===== src/rtl/sr_bank_pkg.sv =====
// rtl/sr_bank_pkg.sv - conflict-mode constants and per-bit next-state rule for sr_bank
package sr_bank_pkg;

  localparam int SR_HOLD    = 0;
  localparam int SR_SET_DOM = 1;
  localparam int SR_RST_DOM = 2;
  localparam int SR_TOGGLE  = 3;

  // Modes outside 0..3 fall through to hold on S=R=1.
  function automatic logic sr_next(input logic q, input logic s, input logic r, input int mode);
    logic nxt;
    nxt = q;
    case ({s, r})
      2'b10: nxt = 1'b1;
      2'b01: nxt = 1'b0;
      2'b11: begin
        case (mode)
          SR_SET_DOM: nxt = 1'b1;
          SR_RST_DOM: nxt = 1'b0;
          SR_TOGGLE:  nxt = ~q;
          default:    nxt = q;
        endcase
      end
      default: nxt = q;
    endcase
    return nxt;
  endfunction

endpackage


===== src/rtl/sr_cell.sv =====
// rtl/sr_cell.sv - one set/reset channel with load, enable, conflict and change flags
module sr_cell
  import sr_bank_pkg::*;
#(
  parameter int   CONFLICT_MODE = SR_HOLD,
  parameter logic RESET_BIT     = 1'b0
) (
  input  logic clk,
  input  logic rst,
  input  logic en,
  input  logic s,
  input  logic r,
  input  logic load,
  input  logic d,
  output logic q,
  output logic conflict,
  output logic changed
);

  logic q_nxt;

  assign q_nxt = sr_next(q, s, r, CONFLICT_MODE);

  always_ff @(posedge clk) begin
    if (rst) begin
      q        <= RESET_BIT;
      conflict <= 1'b0;
      changed  <= 1'b0;
    end else if (load) begin
      q        <= d;
      conflict <= 1'b0;
      changed  <= d ^ q;
    end else if (en) begin
      q        <= q_nxt;
      conflict <= s & r;
      changed  <= q_nxt ^ q;
    end else begin
      conflict <= 1'b0;
      changed  <= 1'b0;
    end
  end

endmodule


===== src/rtl/sr_bank.sv =====
// rtl/sr_bank.sv - bank of clocked SR flags with saturating conflict-event counter
module sr_bank
  import sr_bank_pkg::*;
#(
  parameter int               WIDTH         = 8,
  parameter int               CONFLICT_MODE = SR_HOLD,
  parameter logic [WIDTH-1:0] RESET_VAL     = '0,
  parameter int               CNT_W         = 8
) (
  input  logic             clk,
  input  logic             rst,
  input  logic             en,
  input  logic [WIDTH-1:0] S,
  input  logic [WIDTH-1:0] R,
  input  logic             load,
  input  logic [WIDTH-1:0] D,
  input  logic             clr_cnt,
  output logic [WIDTH-1:0] Q,
  output logic [WIDTH-1:0] Qbar,
  output logic [WIDTH-1:0] conflict,
  output logic [WIDTH-1:0] changed,
  output logic [CNT_W-1:0] conflict_cnt
);

  logic conflict_hit;

  for (genvar i = 0; i < WIDTH; i++) begin : g_cell
    sr_cell #(
      .CONFLICT_MODE(CONFLICT_MODE),
      .RESET_BIT    (RESET_VAL[i])
    ) u_cell (
      .clk     (clk),
      .rst     (rst),
      .en      (en),
      .s       (S[i]),
      .r       (R[i]),
      .load    (load),
      .d       (D[i]),
      .q       (Q[i]),
      .conflict(conflict[i]),
      .changed (changed[i])
    );
  end

  assign Qbar = ~Q;

  // Load pre-empts the S/R update, so its conflicts are never counted.
  assign conflict_hit = en & ~load & (|(S & R));

  always_ff @(posedge clk) begin
    if (rst) begin
      conflict_cnt <= '0;
    end else if (clr_cnt) begin
      conflict_cnt <= '0;
    end else if (conflict_hit && (conflict_cnt != {CNT_W{1'b1}})) begin
      conflict_cnt <= conflict_cnt + 1'b1;
    end
  end

endmodule


===== config.mk =====
export PLATFORM = sky130hd
export DESIGN_NAME = sr_bank
export DESIGN_NICKNAME = d
export VERILOG_FILES = /design/src/rtl/sr_bank_pkg.sv /design/src/rtl/sr_cell.sv /design/src/rtl/sr_bank.sv
export SDC_FILE = /design/constraint.sdc
export NUM_CORES = 1
export LEC_CHECK = 0
export BUFFER_PORTS_ARGS = -buffer_cell sky130_fd_sc_hd__buf_2
export CORE_ASPECT_RATIO = 0.8
export CORE_MARGIN = 1.5
export CORE_UTILIZATION = 45
export DETAILED_ROUTE_END_ITERATION = 10
export PLACE_DENSITY = 0.82
export SLEW_MARGIN = 20
export SYNTH_ARGS = -nofsm -noshare
export SYNTH_HDL_FRONTEND = slang
export SYNTH_HIERARCHICAL = 1
export SYNTH_SLANG_ARGS = --single-unit

===== constraint.sdc =====
create_clock -name clk -period 1.7 [get_ports clk]
set_clock_uncertainty 0.15 [all_clocks]
set_input_delay 0.085 -clock clk [delete_from_list [all_inputs] [get_ports clk]]
set_output_delay 0.085 -clock clk [all_outputs]
set_load 0.02 [all_outputs]

Word-level counts from Yosys, hierarchy flattened

Cells that the tools add are included.

Word-level logic and storage cells: 118
Register bits after elaboration: 32

$add $sub $neg: 1
Reduce and logical (&&, ||, !) cells: 5
Muxes and demuxes: 40
Equality and inequality tests: 17
Bitwise gates (word level): 30

Operators by type and width:

| operator              | number |
|---|---|
| $mux W1               | 32 |
| $eq A2 B1 Y1 const B  | 8 |
| $eq A2 B2 Y1 const B  | 8 |
| $pmux W1 S2           | 8 |
| $xor A1 B1 Y1         | 16 |
| $and A1 B1 Y1         | 10 |
| $add A8 B1 Y8 const B | 1 |
| $and A8 B8 Y8         | 1 |
| $ne A8 B8 Y1 const B  | 1 |
| $not A8 Y8            | 1 |
| $reduce_or A8 Y1      | 1 |
| $reduce_or A3 Y1      | 1 |
| $not A1 Y1            | 2 |
| $reduce_bool A2 Y1    | 1 |
| $reduce_or A2 Y1      | 1 |
| $logic_and A1 B1 Y1   | 1 |

Longest topological paths before layout

Gate-level depths: netlist of run 1.

Depth in word-level cells: 5
Mapped depth: 5

Modules after synthesis

The synthesis of run 1 kept the hierarchy.

By module, submodules not included:

| module  | cells each | instances | area each (µm²) |
|---|---|---|---|
| sr_cell | 17         | 8         | 175.2 |
| sr_bank | 64         | 1         | 515.5 |

Worst setup path before layout of run 1

No wires, ideal clock.

Kind: register to register
Start point: register conflict_cnt[0]
End point: register conflict_cnt[2]
Data arrival time: 1.489 ns
Stages on the path, launching flop included: 6
Slack: 0.002 ns
Cells stage by stage: dfxtp_1 ha_1 nand3_1 or2_2 a311oi_1 a41o_1

Word-level cells in the longest chain between the ends: 2

Ends and longest elaborated chain:

| element                                                               | RTL line      | RTL |
|---|---|---|
| from (decl)                                                           | sr_bank.sv:22 | `output logic [CNT_W-1:0] conflict_cnt` |
| from (signal assigned)                                                | sr_bank.sv:56 | `conflict_cnt <= conflict_cnt + 1'b1;` |
| parallel branches: the longest is 2 deep, another holds $add A8 B1 Y8 | -             |  |

Parallel ways; which one is timed is not known.
A chain may end at the register's enable or synchronous reset.

Final worst setup path of run 1

Start point: register conflict_cnt[1]
End point: register conflict_cnt[4]

Same word-level chain as after synthesis.

==> results of run 1 <==
## cell type report
class | instances | area (um2)
repair buffers | 85 | 493
flip-flops and latches | 32 | 641
multi-input cells | 142 | 1180
inverters | 25 | 93.8
clock buffers | 8 | 90.1
fillers | 365 | 1560
well taps | 57 | 71.3
## path summary, 6_finish.rpt
check | endpoint | depth (start not counted)
max | conflict_cnt[4] | 5
min | g_cell[3].u_cell/q | 4
max reg2reg | conflict_cnt[4] | 5
min reg2reg | conflict_cnt[5] | 2
## registers in the layout, indices dropped and copies added, names as in the netlist
signal                  count
g_cell.u_cell/conflict      8
g_cell.u_cell/changed       8
conflict_cnt                8
g_cell.u_cell/q             8
## cells in the mapped netlist (all sizes together)
| cell type | number |
|---|---|
| a21oi | 13 |
| a221oi | 8 |
| a22o | 4 |
| a311oi | 9 |
| a41o | 2 |
| and3 | 1 |
| and4bb | 8 |
| clkbuf | 1 |
| dfxtp | 32 |
| ha | 17 |
| inv | 25 |
| mux2i | 8 |
| nand2 | 2 |
| nand2b | 24 |
| nand3 | 6 |
| nand4 | 2 |
| nand4b | 1 |
| nor2 | 6 |
| nor2b | 9 |
| nor3 | 1 |
| nor3b | 8 |
| o211a | 1 |
| o21ai | 2 |
| o311ai | 1 |
| o31ai | 2 |
| o41a | 1 |
| o41ai | 1 |
| or2 | 2 |
| or3 | 1 |
| or4 | 2 |
## routing by layer
layer  wire length (um)  global-route usage, %  vias to the layer above
met4                 38                   6.61                        0
met5                  0                      0                        -
li1                   -                      -                      920
met1               2030                   22.6                      841
met2               1970                   33.7                       58
met3                314                   6.81                        4
## metrics by stage
stage | total power [mW] | std cells | hold slack (ns)
2_1_floorplan | 1.05 | 200 | 0.0130
3_3_place_gp | 1.20 | 331 | 0.236
3_5_place_dp | 1.21 | 331 | 0.230
4_1_cts | 1.83 | 349 | 0.0249
5_1_grt | 1.90 | 349 | 0.0754
6_report | 1.81 | 349 | 0.0297
## worst max-delay path, delay by kind of cell (launching register included)
kind            cells  cell delay, ns
simple gates        3            0.71
flops               1            0.34
fa+ha+maj           1            0.20
compound gates      1            0.15
## report_power, final
group	switching, mW	leakage (nW)	internal (mW)
Sequential	0.0221	0.262	0.783
Combinational	0.222	0.903	0.180
Clock	0.275	0.0455	0.330
Total	0.519	1.21	1.29
## logic make-up (layout without fill, tap and decap cells)
| group | Yosys count | in the layout |
|---|---|---|
| flops | 32 | 32 |
| simple gates | 73 | 73 |
| compound gates | 44 | 44 |
| mux | 8 | 8 |
| fa+ha+maj | 17 | 17 |
| buf+inv | 26 | 118 |
## repair_timing
item	4_1_cts	5_1_grt
hold buffers	10	0
setup endpoints to repair	0	2
hold endpoints to repair	10	0
==> results by stage, run 1 <==
STA:
- For the final routed database, the setup TNS stands at 0 ns.
- The smallest clock period supported by the final layout is computed as 1.61 ns.
- Setup repair after global routing could not meet its margin everywhere.
- The worst pin sits at a relative slew slack of 71.7%.
- Once routing completed, OpenROAD measured the worst setup slack at 0.0908 ns.
- At the pin with the least slew margin, the transition time is 0.425 ns.
- The count of final setup violators is 0.
- The final critical-path share of the clock period is 94.7%.
- The achievable frequency is 621 MHz.
- The count of pins over their slew limit came to 0.
- The number of endpoints with negative hold slack in the final report is 0.

Power:
- VDD sags by at most 0.521 mV.
- The static power due to leakage is 1.21 nW.
- The power density over the cells is 706 nW/um2.

Yosys:
- Synthesis produced a netlist whose cell count is 200.
- The share of the synthesized area in compound gates (AO/OA/AOI/OAI) is 18.4%.
- The post-synthesis share of cell area spent on full adders, half adders and majority gates is 11.1%.
- In this run the biggest area consumer among cell types represents 33.4% of the synthesized area.
- After synthesis, the cell types taking the most area are sky130_fd_sc_hd__dfxtp_1 33%, sky130_fd_sc_hd__ha_1 11%, sky130_fd_sc_hd__nand2b_1 7.8%, sky130_fd_sc_hd__and4bb_2 5.2%, sky130_fd_sc_hd__nor3b_2 5.2%.
- Yosys printed 6 warnings.
- The biggest area contributor in the post-synthesis netlist is sky130_fd_sc_hd__dfxtp_1.
- Dividing the synthesized area by the synthesized cell count gives 9.58 um2.
- Synthesis instantiated 31 different standard cells from the library.
- In this run, synthesis produced a sequential element count of 32.
- Of the total synthesized cell area, the portion taken by AND, OR, NAND and NOR gates is 27.8%.
- The sequential element share of the synthesized area is 33.4%.
- The mux share of post-synthesis cell area is 4.18%.
- After synthesis, the largest family of logic cells by area is simple AND/OR/NAND/NOR gates.
- Of the total synthesized cell area, the portion taken by XOR and XNOR cells is 0%.
- The total nets after synthesis is 246.
- The cell area after synthesis is 1920 um2.

Global routing:
- The via count of the first global-routing pass is 1585.
- Across every metal layer, demand over resource in global routing totals 19.2%.
- Entering global routing, the biggest net connects 41 pins.
- After global routing the overflow that remains totals 0.
- The number of antenna violations at the first check in global routing is 0.
- The first global-routing pass estimated 6.93 mm of wire.

Cells and area:
- The share of final-layout standard cells stronger than drive strength 1 is 34.6%.
- The post-route cell area is 2570 um2.
- The library cells used most frequently in the layout, excluding fill and tap cells, are 68 x sky130_fd_sc_hd__buf_2, 32 x sky130_fd_sc_hd__dfxtp_1, 25 x sky130_fd_sc_hd__inv_1.
- Leaving out fill and tap cells, the most frequent cell in the layout is sky130_fd_sc_hd__buf_2.
- The layout overhead on the synthesized area is 33.9%.
- 0 antenna diodes ended up in the layout.
- The end-of-flow core utilization is 62.2%.
- For this run, the post-layout net count is 337.

Clock network:
- TritonCTS built the clock tree.
- The clock edge transition at the registers on the reported setup and hold paths is 0.07 ns.
- TritonCTS created 5 clock buffers.
- In this run, post-CTS repair resized a total of 0 instances.
- The setup fix buffers added after clock tree synthesis is 0.
- The total number of clock tree sinks is 32.
- At the later pin of the worst-skew pair, clock insertion delay measures 0.29 ns.
- The tree is rooted in a sky130_fd_sc_hd__clkbuf_8.
- The H-tree depth is 2.
- The buffer depth of the longest clock path is 2.

Placed design:
- The post-placement worst setup slack is 0.0446 ns.
- The placed instances occupy a cell area of 2380 um2.
- At the end of routability-driven placement, the weighted congestion stood at 0.811.
- The half-perimeter wire length of the detailed placement result is 3.13 mm.
- The count of buffers added on input and output ports is 68.

Routing:
- The number of vias after detailed routing is 1823.
- The number of antenna-violating nets in the routed design is 0.
- Dividing the detail-routed wire length by the instance count gives 12.5 um.
- Wires add up to 4.35 mm.
- The number of optimization iterations in the first detailed-route pass is 4.
- The detailed router finished its first iteration with 110 violations.
- The via density per instance is 5.22.
- After detailed routing, the number of remaining DRC violations is 0.

Setup path:
- The required time at the endpoint of the critical path is 1.77 ns.
- The capturing element type of the critical path is a flop.
- The kind of launch point of the worst setup path is a flop.
- The worst reg-to-reg setup slack is 0.09 ns.
- The cell with the largest stage delay on the worst path is sky130_fd_sc_hd__or4_1.
- The reg-to-reg critical path startpoint is conflict_cnt[1].
- The class of the most critical setup path is flop to flop.
- Traced cell by cell, the critical path runs through ha_1 > nand3_1 > nor2_1 > or4_1 > a21oi_1.
- The longest individual stage delay on the worst path is 0.51 ns.
- The largest driver fanout on the critical path is 8.
- The beginning of the critical path is conflict_cnt[1].
- At the worst endpoint, the arrival time is 1.68 ns.

Status:
- The flow ran to the end, and the final reports show no timing, DRC or antenna violations.

Die:
- The number of top-level design ports is 69.
- The core region is 4130 um2.
- The die width is 76.0 um.
- The floorplan die area is 4660 um2.
- The die height is 61.4 um.
- After floorplanning, the core was divided into 21 placement rows.
- The effective utilization at floorplan is 46.5%.

Min path:
- The worst hold path begins at D[3].
- The min-delay analysis places its worst path in the category input port to flop.

Job:
- Across the run, the number of max-cap violations was 0.
(Power assumes the default switching activity.)
==> inputs of run 2 (changes only) <==
--- a/config.mk
+++ b/config.mk
@@ -10,7 +10,7 @@
 export CORE_MARGIN = 1.5
 export CORE_UTILIZATION = 45
 export DETAILED_ROUTE_END_ITERATION = 10
-export PLACE_DENSITY = 0.82
+export PLACE_DENSITY_LB_ADDON = 0.15
 export SLEW_MARGIN = 20
 export SYNTH_ARGS = -nofsm -noshare
 export SYNTH_HDL_FRONTEND = slang
==> results by stage, run 2 (synthesis gave the netlist of run 1 again) <==
Clock network:
- The later-pin clock latency in the skew report is 0.28 ns.
- The setup fix buffers added after clock tree synthesis is 0.
- TritonCTS built the clock tree.
- The cell sitting at the root of the clock tree is a sky130_fd_sc_hd__clkbuf_8.
- Counting the buffers created by CTS gives 5.
- CTS saw 32 sinks.
- The clock edge transition at the registers on the reported setup and hold paths is 0.07 ns.
- In this run the number of H-tree levels came out at 2.
- The buffer depth of the longest clock path is 2.

Global routing:
- The number of antenna violations at the first check in global routing is 0.
- The global-route usage over all layers is 20.1%.
- The first global-routing pass estimated 7.40 mm of wire.
- Entering global routing, the biggest net connects 41 pins.
- Global routing finished with a remaining overflow of 0.
- The via count of the first global-routing pass came to 1680.

Setup path:
- The longest individual stage delay on the worst path is 0.50 ns.
- The total buffers and inverters traversed by the critical path is 0.
- The reg-to-reg endpoint is conflict_cnt[5].
- In this run the worst path has a maximum fanout of 5.
- The worst setup path is captured at a flop.
- The worst setup path is of the flop to flop kind.
- The required time at the endpoint of the critical path is 1.76 ns.
- Counting buffers and inverters, the worst setup path is 5 cells deep.
- The signal on the critical path passes through ha_1 > nand3_1 > nor2_1 > or4_1 > a21oi_1.
- The data arrival time of the worst path is 1.66 ns.
- The reg-to-reg critical path startpoint is conflict_cnt[0].
- The cell with the largest stage delay on the worst path is sky130_fd_sc_hd__or4_1.
- Tracing the worst setup path back leads to its startpoint at conflict_cnt[0].
- The critical path's top delay family is simple AND/OR/NAND/NOR gates.
- The destination of the critical timing path is conflict_cnt[5].
- The worst setup path is launched from a flop.
- Setup slack on the worst reg-to-reg path comes out at 0.09 ns.
- For the worst flop-to-flop path, the logic depth is 5.

Die:
- The effective utilization at floorplan is 46.5%.
- The floorplan step set the die width to 76.0 um.
- The core region is 4130 um2.
- Measured along the y axis, the die boundary spans 61.4 um.
- The number of standard-cell rows in the floorplan is 21.
- The die covers 4660 um2.
- The number of top-level design ports is 69.

Routing:
- The average wire per cell in the routed design is 12.3 um.
- In the routed layout, each cell is associated on average with a via count of 5.16.
- Across all layers, the routed design uses 1805 vias.
- Before antenna repair, the detailed router went through 4 iterations.
- In the routed design, unresolved DRC markers number 0.
- The number of DRC markers after the initial detailed-route iteration is 74.
- The routed design has 4.29 mm of wire.
- The detail route stage leaves a number of antenna-violating nets equal to 0.

STA:
- The setup total negative slack is 0 ns.
- The setup slack after layout is 0.0907 ns.
- The number of endpoints with negative hold slack in the final report came to 0.
- The relative slew slack is 72.6%.
- The transition time at the pin with the least slew margin is 0.410 ns.
- Setup violations remaining at the end of the flow were counted as 0.
- Setup repair after global routing left no endpoint under its margin.
- After layout, the worst path uses 94.7% of the clock period.
- The routed design could run at a clock period as short as 1.61 ns.
- The achievable frequency is 621 MHz.
- The count of pins over their slew limit came to 0.

Cells and area:
- The share of final-layout standard cells stronger than drive strength 1 is 36.2%.
- The most common library cell in the layout ignoring fill and taps is sky130_fd_sc_hd__buf_2.
- Leaving out fill and tap cells, the most frequent cells in the layout are 68 x sky130_fd_sc_hd__buf_2, 32 x sky130_fd_sc_hd__dfxtp_1, 25 x sky130_fd_sc_hd__inv_1.
- After the last flow step, the layout net total stands at 338.
- The post-route cell area is 2560 um2.
- The number of antenna diodes in the final layout is 0.
- Measured on the finished design, the core utilization comes to 62.2%.
- After filler insertion, the fill cell instance count of the layout stands at 382.
- The layout overhead on the synthesized area is 33.8%.

Power:
- VDD sags by at most 0.420 mV.
- The final total power is 1.80 mW.
- The static power due to leakage is 1.22 nW.
- The power density over the cells is 701 nW/um2.

Status:
- The flow ran to the end, and the final reports show no timing, DRC or antenna violations.

Job:
- The max capacitance violation total is 0.

Placed design:
- Input and output buffers added on the ports amount to 68.
- After legalization and detailed placement, the total HPWL measured 3.13 mm.
- Prior to clock tree synthesis, the placed netlist has a worst setup slack of 0.0558 ns.
- The final RePlAce weighted congestion is 0.839.
- In this run the cell area measured after placement is 2410 um2.

Min path:
- The worst hold path class is input port to flop.
-- run 2: cell types whose count changed in the layout (fill, tap and decap cells not counted), sizes merged --
cell / before / now
buf: 75 / 80
dlygate4sd3: 10 / 6
-- run 2: per-layer routing --
metal | GRT usage, % | wire length [um]
met1 | 24.2 | 2000
met2 | 35.5 | 1950
met3 | 5.04 | 265
met4 | 8.20 | 72
met5 | 0 | 0
-- run 2: power by group --
part	internal (mW)	switching [mW]
registers	0.783	0.0218
clock network	0.330	0.268
logic	0.175	0.218
-- run 2: how the worst min path moves through the flow --
stage | endpoint | slack (ns) | from | depth (start not counted)
2_1_floorplan | g_cell[0].u_cell/changed | 0.01 | rst | 1
3_3_place_gp | g_cell[0].u_cell/changed | 0.19 | rst | 2
3_5_place_dp | g_cell[0].u_cell/changed | 0.19 | rst | 2
4_1_cts | g_cell[5].u_cell/changed | 0.003 | D[5] | 3
5_1_grt | g_cell[5].u_cell/changed | 0.03 | D[5] | 3
6_report | g_cell[5].u_cell/changed | 0.01 | D[5] | 3
-- run 2: worst reg2reg max path: cells and delay by family (launching register included) --
family                     cells  cell delay, ns
adders and majority gates      1            0.23
DFF                            1            0.31
AOI/OAI and AO/OA              1            0.16
and+or+nand+nor                3            0.69
-- run 2: cell type report --
class	count	area (um2)	area share (%)
Clock buffer	8	90.1	3.51
Inverter	25	93.8	3.66
Multi-Input combinational cell	142	1180	46.0
Sequential cell	32	641	25.0
Tap cell	57	71.3	2.78
Timing Repair Buffer	86	490	19.1
-- run 2: per-stage QoR --
step	hold WS [ns]	cells
2_1_floorplan	0.0130	200
3_3_place_gp	0.189	336
3_5_place_dp	0.189	336
4_1_cts	0.00308	350
5_1_grt	0.0294	350
6_report	0.0105	350
-- run 2: timing repair --
action	CTS	global route
resized for setup	0	0
endpoints found under the hold margin	6	0
hold buffers	6	0
setup endpoints to repair	0	0
==> inputs of run 3 (changes only) <==
--- a/config.mk
+++ b/config.mk
@@ -5,10 +5,11 @@
 export SDC_FILE = /design/constraint.sdc
 export NUM_CORES = 1
 export LEC_CHECK = 0
+export ABC_AREA = 1
 export BUFFER_PORTS_ARGS = -buffer_cell sky130_fd_sc_hd__buf_2
 export CORE_ASPECT_RATIO = 0.8
 export CORE_MARGIN = 1.5
-export CORE_UTILIZATION = 45
+export CORE_UTILIZATION = 46
 export DETAILED_ROUTE_END_ITERATION = 10
 export PLACE_DENSITY_LB_ADDON = 0.15
 export SLEW_MARGIN = 20
==> results by stage, run 3 <==
Setup path:
- The worst register-to-register path begins at conflict_cnt[0].
- The cell with the largest stage delay on the worst path is sky130_fd_sc_hd__dfxtp_1.
- STA classifies the critical path startpoint as a flop.
- The number of cells on the worst reg-to-reg path is 6.
- In this run the worst setup path begins at conflict_cnt[0].
- The class of the most critical setup path is flop to flop.
- Traced cell by cell, the critical path runs through ha_1 > nand2_4 > nor3b_2 > nand2_1 > nor3_1 > nor2_1.
- STA classifies the critical path endpoint as a flop.
- In this run the register-to-register setup slack is 0.19 ns.
- The largest driver fanout on the critical path is 5.
- The data arrival time of the worst path is 1.54 ns.
- The largest single stage delay on the critical path is 0.39 ns.
- In this run the critical register-to-register path is captured at conflict_cnt[6].
- For the worst setup path, the data required time is 1.73 ns.

STA:
- The transition time at the pin with the least slew margin is 0.469 ns.
- Counting I/O delays and the setup requirement, the final critical path takes 1.51 ns.
- The number of endpoints with negative hold slack in the final report is 0.
- The count of pins over their slew limit is 0.
- The hold slack is 0.0548 ns.
- Setup repair after global routing left no endpoint under its margin.
- The setup total negative slack is 0 ns.
- The relative slew slack is 68.6%.
- Setup violations remaining at the end of the flow were counted as 0.
- The final critical-path share of the clock period is 89.1%.
- Static timing analysis puts the maximum clock frequency at 661 MHz.

Yosys:
- The fraction of post-synthesis cell area in the top cell type by area is 31.1%.
- The total nets after synthesis is 345.
- The dominant cell by count in the synthesized netlist is sky130_fd_sc_hd__inv_1.
- Synthesis inferred 32 register bits.
- The gate count of the mapped netlist is 299.
- The mean cell area of the mapped netlist is 6.88 um2.
- Yosys mapped the design onto 26 distinct sky130hd cell types.
- For this run, the leading register cell type out of synthesis is sky130_fd_sc_hd__dfxtp_1.
- For this run, asynchronously set or reset flops after synthesis account for 0%.
- Summing every instance area after synthesis gives 2060 um2.
- The biggest area contributor in the post-synthesis netlist is sky130_fd_sc_hd__dfxtp_1.
- The sequential element share of the synthesized area is 31.1%.
- The synthesis warning total is 6.
- By count the netlist is led by 58 x sky130_fd_sc_hd__inv_1, 51 x sky130_fd_sc_hd__nand2_1, 32 x sky130_fd_sc_hd__dfxtp_1.
- Sorting the synthesized cells by area gives the leading types as sky130_fd_sc_hd__dfxtp_1 31%, sky130_fd_sc_hd__inv_1 11%, sky130_fd_sc_hd__ha_1 10%, sky130_fd_sc_hd__nand2_1 9.3%, sky130_fd_sc_hd__a21oi_1 6.3%.
- The count of flip-flops with a built-in enable after synthesis is 0.

Clock network:
- The TritonCTS clock tree is done.
- The clock tree synthesis step divided the H-tree into 2 levels.
- The later-pin clock latency in the skew report is 0.28 ns.
- The root buffer cell chosen for the clock tree is sky130_fd_sc_hd__clkbuf_8.
- After clock tree synthesis, the clock-pin slew on the worst setup and hold paths is 0.07 ns.
- The total number of clock tree sinks is 32.
- Counting the buffers created by CTS gives 5.
- The buffer depth of the longest clock path is 2.

Power:
- The power density over the cells is 696 nW/um2.
- Across the VDD grid, the largest voltage drop is 0.344 mV.
- For this design the static power due to leakage is 1.38 nW.

Global routing:
- Entering global routing, the biggest net connects 25 pins.
- The global-route wire length before repair is 8.09 mm.
- The number of antenna violations at the first check in global routing is 0.
- For this run, the total global-route usage over all layers was measured as 20.4%.
- The via count of the first global-routing pass was 1879.
- Global routing finished with a remaining overflow of 0.

Die:
- The die covers 4880 um2.
- After floorplanning, the core was sized to cover 4230 um2.
- 69 I/O pins were placed.
- The number of standard-cell rows in the floorplan is 21.
- The effective utilization at floorplan is 48.6%.
- The die height is 62.8 um.
- The die is 77.8 um wide.

Min path:
- The worst hold path begins at R[7].
- Counting instances, the worst hold path has a depth of 3.
- The worst hold path belongs to the class input port to flop.
- The worst hold path terminates at g_cell[7].u_cell/conflict.

Job:
- The max capacitance violation total is 0.

Routing:
- The number of optimization iterations in the first detailed-route pass is 5.
- In the final routed layout, each cell accounts on average for 10.2 um.
- After detailed routing, the number of vias per cell comes to 4.78.
- The number of DRC markers after the initial detailed-route iteration is 100.
- In the detailed route, the total length drawn on met2 is 1.95 mm.
- The highest routed metal layer is met4.
- Once detail routing completed, the nets flagged for antenna violations numbered 0.
- The number of vias after detailed routing is 2103.
- The detailed router put a total of 2.23 mm of wire on met1.
- The routed design has 4.49 mm of wire.
- After detailed routing, the met3 layer carries 267 um of wire.
- In the routed design, unresolved DRC markers number 0.

Status:
- The run finished with clean final reports.

Cells and area:
- Cells fill 62.7% of the core in the end.
- From synthesis to final layout, the design area changed by 29.0%.
- In the layout the commonest cells are 68 x sky130_fd_sc_hd__buf_2, 58 x sky130_fd_sc_hd__inv_1, 51 x sky130_fd_sc_hd__nand2_1.
- In the final design database the tool counted 429 nets.
- The share of final-layout standard cells stronger than drive strength 1 is 25.3%.
- The library cell used most frequently in the layout, excluding fill and tap cells, is sky130_fd_sc_hd__buf_2.
- The antenna cell count is 0.
- The number of fill cells in the layout is 399.

Placed design:
- The number of I/O port buffers is 68.
- Detailed placement finished with a half-perimeter wire length of 3.36 mm.
- The final RePlAce weighted congestion is 0.881.
-- run 3: cell count changes in the layout (fill, tap and decap cells not counted), moves of 9 or more --
cell                       delta
sky130_fd_sc_hd__nand2_1     +49
sky130_fd_sc_hd__inv_1       +33
sky130_fd_sc_hd__nand2b_1    -24
sky130_fd_sc_hd__o21ai_0     +22
sky130_fd_sc_hd__nor2_1      +16
sky130_fd_sc_hd__a21oi_1     +13
sky130_fd_sc_hd__a311oi_1     -9
sky130_fd_sc_hd__buf_4        -9
sky130_fd_sc_hd__nor2b_1      -9
-- run 3: power by group --
group,switching (mW),internal [mW]
sequential,0.0327,0.782
clock,0.275,0.361
combinational,0.240,0.157
-- run 3: area by class of cell --
| cell class | instances | area (um2) | share of cell area, % |
|---|---|---|---|
| multi-input combinational | 205 | 1170 | 44.1 |
| sequential | 32 | 641 | 24.1 |
| timing repair buffer | 80 | 453 | 17.1 |
| inverter | 59 | 221 | 8.35 |
| clock buffer | 7 | 96.3 | 3.63 |
| tap | 57 | 71.3 | 2.69 |
-- run 3: through the flow --
stage               std cells  cell area [um2]  total power, mW  setup WS [ns]
global placement          424             2470             1.21          0.244
finish                    440             2650             1.85          0.186
global route              440             2650             1.95         0.0548
CTS                       440             2650             1.87          0.185
floorplan                 299             2060             1.07          0.108
detailed placement        424             2470             1.21          0.192
-- run 3: routing by layer --
layer	track usage, %	vias up
li1	-	1136
met1	26.6	901
met2	32.4	60
met3	5.69	6
met4	6.59	0
met5	0	-
-- run 3: worst max path at each step --
stage | endpoint | cells after the start | slack (ns)
3_3_place_gp | conflict_cnt[6] | 6 | 0.24
5_1_grt | conflict_cnt[6] | 6 | 0.05
2_1_floorplan | conflict_cnt[6] | 6 | 0.11
6_report | conflict_cnt[6] | 6 | 0.19
4_1_cts | conflict_cnt[6] | 6 | 0.18
3_5_place_dp | conflict_cnt[6] | 6 | 0.19
-- run 3: timing repair --
action	CTS	global route
hold buffers	9	0
gates resized for setup	0	0
hold endpoints to repair	20	0
buffers inserted	0	0
-- run 3: critical path, delay by kind of cell, from the launching register on --
family        cells  cell delay, ns
simple gates      5            0.60
flops             1            0.39
fa+ha+maj         1            0.27
-- run 3: cell families (layout without fill, tap and decap cells) --
group / after synthesis / after routing / share of synthesized area, %
XOR/XNOR: 1 / 1 / 0.426
buffers and inverters: 62 / 146 / 11.9
flip-flops: 32 / 32 / 31.1
adder cells (fa/ha/maj): 17 / 17 / 10.3
AND/OR/NAND/NOR: 112 / 112 / 25.3
AO/OA/AOI/OAI: 75 / 75 / 20.9
